===== src/rtl/router_pkt_reg.sv =====
`default_nettype none
// ============================================================================
// Module   : router_pkt_reg
// Brief    : 1x3 router datapath register stage. Holds the header, stalls one
//            byte across a FIFO-full event and checks the running XOR parity.
// Revision : 1.0  initial release
// ============================================================================
module router_pkt_reg #(
  parameter int DW = 8
) (
  input  logic          clock,
  input  logic          resetn,
  input  logic          pkt_valid,
  input  logic [DW-1:0] data_in,
  input  logic          fifo_full,
  input  logic          detect_add,
  input  logic          lfd_state,
  input  logic          ld_state,
  input  logic          laf_state,
  input  logic          full_state,
  input  logic          rst_int_reg,
  output logic [DW-1:0] dout,
  output logic          parity_done,
  output logic          low_pkt_valid,
  output logic          err
);

  logic [DW-1:0] r_hdr;
  logic [DW-1:0] r_hold;
  logic [DW-1:0] r_int_par;
  logic [DW-1:0] r_pkt_par;
  logic [DW-1:0] r_dout;
  logic          r_parity_done;
  logic          r_low_pkt_valid;
  logic          r_err;

  logic          w_hdr_load;
  logic          w_par_byte;
  logic          w_pd_set;
  logic          w_int_par_acc;

  // Address 2'b11 is not a valid destination, so such a header is ignored.
  assign w_hdr_load    = detect_add && pkt_valid && (data_in[1:0] != 2'b11);
  assign w_par_byte    = ld_state && !pkt_valid;
  assign w_pd_set      = (ld_state && !fifo_full && !pkt_valid) ||
                         (laf_state && r_low_pkt_valid && !r_parity_done);
  assign w_int_par_acc = ld_state && pkt_valid && !full_state;

  always_ff @(posedge clock) begin
    if (!resetn) begin
      r_hdr <= '0;
    end else if (w_hdr_load) begin
      r_hdr <= data_in;
    end
  end

  // A byte arriving while the FIFO is full is parked in r_hold and replayed
  // from LOAD_AFTER_FULL.
  always_ff @(posedge clock) begin
    if (!resetn) begin
      r_dout <= '0;
      r_hold <= '0;
    end else if (lfd_state) begin
      r_dout <= r_hdr;
    end else if (ld_state && !fifo_full) begin
      r_dout <= data_in;
    end else if (ld_state && fifo_full) begin
      r_hold <= data_in;
    end else if (laf_state) begin
      r_dout <= r_hold;
    end
  end

  always_ff @(posedge clock) begin
    if (!resetn) begin
      r_int_par <= '0;
    end else if (detect_add) begin
      r_int_par <= '0;
    end else if (lfd_state) begin
      r_int_par <= r_int_par ^ r_hdr;
    end else if (w_int_par_acc) begin
      r_int_par <= r_int_par ^ data_in;
    end
  end

  always_ff @(posedge clock) begin
    if (!resetn) begin
      r_pkt_par <= '0;
    end else if (w_par_byte) begin
      r_pkt_par <= data_in;
    end else if (detect_add) begin
      r_pkt_par <= '0;
    end
  end

  always_ff @(posedge clock) begin
    if (!resetn) begin
      r_low_pkt_valid <= 1'b0;
    end else if (w_par_byte) begin
      r_low_pkt_valid <= 1'b1;
    end else if (rst_int_reg) begin
      r_low_pkt_valid <= 1'b0;
    end
  end

  always_ff @(posedge clock) begin
    if (!resetn) begin
      r_parity_done <= 1'b0;
    end else if (w_pd_set) begin
      r_parity_done <= 1'b1;
    end else if (detect_add) begin
      r_parity_done <= 1'b0;
    end
  end

  // Compared continuously while parity_done is high, so err settles one
  // cycle after parity_done rises and then holds until the next header.
  always_ff @(posedge clock) begin
    if (!resetn) begin
      r_err <= 1'b0;
    end else if (detect_add) begin
      r_err <= 1'b0;
    end else if (r_parity_done) begin
      r_err <= (r_int_par != r_pkt_par);
    end
  end

  assign dout          = r_dout;
  assign parity_done   = r_parity_done;
  assign low_pkt_valid = r_low_pkt_valid;
  assign err           = r_err;

endmodule
`default_nettype wire


===== config.mk =====
export PLATFORM = sky130hd
export DESIGN_NAME = router_pkt_reg
export DESIGN_NICKNAME = d
export VERILOG_FILES = /design/src/rtl/router_pkt_reg.sv
export SDC_FILE = /design/constraint.sdc
export NUM_CORES = 1
export LEC_CHECK = 0
export ABC_AREA = 1
export CAP_MARGIN = 20
export CELL_PAD_IN_SITES_DETAIL_PLACEMENT = 1
export CELL_PAD_IN_SITES_GLOBAL_PLACEMENT = 1
export CORE_MARGIN = 2
export CORE_UTILIZATION = 41
export DETAILED_ROUTE_END_ITERATION = 10
export PLACE_DENSITY = 0.88
export SYNTH_ARGS = -nofsm -noshare
export SYNTH_HDL_FRONTEND = slang
export SYNTH_SLANG_ARGS = --single-unit

===== constraint.sdc =====
create_clock -name clock -period 2.1 [get_ports clock]
set_input_delay 0.21 -clock clock [delete_from_list [all_inputs] [get_ports clock]]
set_output_delay 0.21 -clock clock [all_outputs]
set_load 0.03 [all_outputs]

==> reports/results.ini <==
[routing]
dr_wl_met3_um=121
highest_layer=met4
route.met2.wl_um=2750
wire_per_inst_um=14.2
first_pass_iters=4
vias=1942
dr.first_iter.drc_count=110
ant_nets=0
drc=0
routed_wl_um=5560
routed_via_density=4.94
wl_met1_um=2610

[floorplanning]
dieArea_um2=5450
start_util_pct=42.3
row_count=25
pin_count=29
coreArea_um2=4720
fp.dieW_um=73.8
dieHeight_um=73.8

[critical_path]
crit_start=low_pkt_valid$_SDFFE_PN0P_
end_kind=primary output
critPathTopFamily=buffers and inverters
cp.depth=1
cp_num_buf_inv=1
r2r_cells=5
cpPeakStageDelay_ns=0.68
worstSetupPathType=flop to primary output
start_kind=flop
path_cells=clkdlybuf4s50_1
rrSetupSlack_ns=1.10
timing.rr.end=err$_SDFFE_PP0P_
endpoint=low_pkt_valid
cp_max_fo=3
r2r_start=parity_done$_SDFFE_PN0P_
worstPathArrival_ns=1.35
slowest_stage=clkdlybuf4s50_1
critPathRequiredTime_ns=1.89

[layout]
fill_cells=634
antenna_cells=0
synthToLayoutAreaGrowth_pct=22.7
nets=343
fin_cells=393
drive_above_1_share_pct=7.06
final_core_util_pct=51.9

[global_route]
antenna_found_initial=0
grt_pass1_wl_um=9110
grt_pass1_vias=1925
grt_usage_pct=21.8
grt_max_degree=26
grt.overflow.total=0

[power_and_ir_drop]
switching_share_pct=28.6
p_leak_nw=1.07
ir_worst_vdd_mv=0.287
pwr-share-seq_pct=49.2
finalPower_mw=1.79
power_frac_comb_pct=17.0
p_clk_share_pct=33.8
powerDensity_nw_per_um2=728
switchingPower_mw=0.511
intPower_mw=1.28

[timing]
skew_ns=0.00705
slew_headroom_pct=60.1
whs_ns=0.459
worst_pin_slew_ns=0.599
fin_tns_setup_ns=0
rsz0062_at_grt=no
final-hold-violation-count=0
slew_viol_final=0
fmax_mhz=640
post-route-min-period_ns=1.56
fin_crit_sh_pct=74.4
setup_viol=0

[cts]
cts.htree.levels=2
cts_num_sinks=43
clk_pin_slew_ns=0.09
cts_setup_buffers=0
postCtsHoldBufs=0
cts_made_buffers=5
clock_latency_ns=0.30
cts_root_buf=clkbuf_8
cts_tree=done
cts_buffer_depth=2
cts_resized=0

[job]
maxCapViolCount=0

[logic_synthesis]
synth_top_area_cell=dfxtp_1
syn_nets=312
synthDistinctLibCells=23
ys_seq_elements=43
ys_warn_count=0
ys_seq_area_share_pct=43.1
synth_top_area_share_pct=43.1
synth.avg_cell_area_um2=6.80
syn-cell-area_um2=2000
synth.area.top_cells=dfxtp_1, nand2_1, inv_1
synth_cells=294

[hold_path]
hold_path.class=flop to flop

[placement]
dp_hpwl_um=4180
port_buffers=28
dp_cells=385
globalplace.congestion=0.770

[run_status]
status=complete, no violations

metrics by stage:
stage	worst slack, ns	area [um^2]
6_report	0.537	2450
5_1_grt	0.473	2450
4_1_cts	0.527	2450
3_5_place_dp	0.261	2350
3_3_place_gp	0.299	2350
2_1_floorplan	1.01	2000
placed cells by master (no fill, tap or decap):
master	count
nand2_1	60
dfxtp_1	43
inv_1	42
nor2_1	37
nand3_1	31
a21oi_1	28
clkdlybuf4s50_1	28
o21ai_0	17
o21ai_1	8
clkbuf_8	7
o22ai_1	6
inv_2	3
buf_4	3
nand2_4	2
nand2_2	2
xnor2_1	2
nand3_4	1
a21oi_2	1
clkinv_2	1
nor2_4	1
nor2_2	1
o221ai_1	1
clkinvlp_4	1
cells by family after synthesis:
| kind of cell | count (synthesis) | synth area share, % |
|---|---|---|
| buffers and inverters | 53 | 10.6 |
| flip-flops | 43 | 43.1 |
| AND/OR/NAND/NOR | 135 | 29.5 |
| AO/OA/AOI/OAI | 61 | 16.0 |
| XOR/XNOR | 2 | 0.876 |
worst min-delay path by stage:
stage / startpoint / end / slack (ns) / depth (start not counted)
after global placement: r_hold[2]$_SDFFE_PN0P_ / r_hold[2]$_SDFFE_PN0P_ / 0.44 / 2
after CTS: r_hold[5]$_SDFFE_PN0P_ / r_hold[5]$_SDFFE_PN0P_ / 0.46 / 2
after detailed placement: r_hold[5]$_SDFFE_PN0P_ / r_hold[5]$_SDFFE_PN0P_ / 0.45 / 2
final: r_hold[5]$_SDFFE_PN0P_ / r_hold[5]$_SDFFE_PN0P_ / 0.46 / 2
after floorplan: resetn / r_hold[2]$_SDFFE_PN0P_ / 0.35 / 2
after global routing: r_hold[6]$_SDFFE_PN0P_ / r_hold[6]$_SDFFE_PN0P_ / 0.48 / 2
cell type report:
type	instances	area (um^2)	area share [%]
Clock buffer	7	96.3	3.93
Clock inverter	1	7.51	0.306
Inverter	46	174	7.09
Multi-Input combinational cell	198	927	37.8
Sequential cell	43	861	35.1
Tap cell	67	83.8	3.42
Timing Repair Buffer	31	303	12.3
layer usage:
| layer | up-vias | track usage (%) |
|---|---|---|
| li1 | 1001 | - |
| met1 | 910 | 27.6 |
| met2 | 25 | 36.8 |
| met3 | 6 | 4.53 |
| met4 | 0 | 7.47 |
| met5 | - | 0 |
worst reg2reg max path, delay by kind of cell (launching register included):
family | cells | cell delay [ns]
DFF | 1 | 0.36
and+or+nand+nor | 3 | 0.29
buffers and inverters | 1 | 0.08
AOI/OAI and AO/OA | 1 | 0.18
synthesized netlist by cell type:
cell      count
o22ai_1       6
a21oi_2       1
clkbuf_1      1
nand2_2       2
buf_2         3
nor2_4        1
nor2_2        1
o221ai_1      1
nand2_4       2
nand2_1      60
inv_1        42
xnor2_1       2
nor2_1       37
buf_4         2
o21ai_0      17
dfxtp_1      43
nand3_1      31
inv_2         3
buf_1         1
clkinv_2      1
a21oi_1      28
o21ai_1       8
nand3_4       1
state kept, by name, indices dropped and copies added, names as in the netlist:
name,cells
r_pkt_par,8
parity_done,1
r_hold,8
low_pkt_valid,1
r_hdr,8
err,1
r_int_par,8
dout,8
power groups by stage:
stage | combinational (mW) | clock (mW) | sequential, mW
CTS | 0.307 | 0.606 | 0.878
global placement | 0.295 | 0 | 0.895
floorplan | 0.152 | 0 | 0.925
global route | 0.335 | 0.649 | 0.883
detailed placement | 0.304 | 0 | 0.897
finish | 0.304 | 0.603 | 0.878
Power figures use the tool's default switching activity.
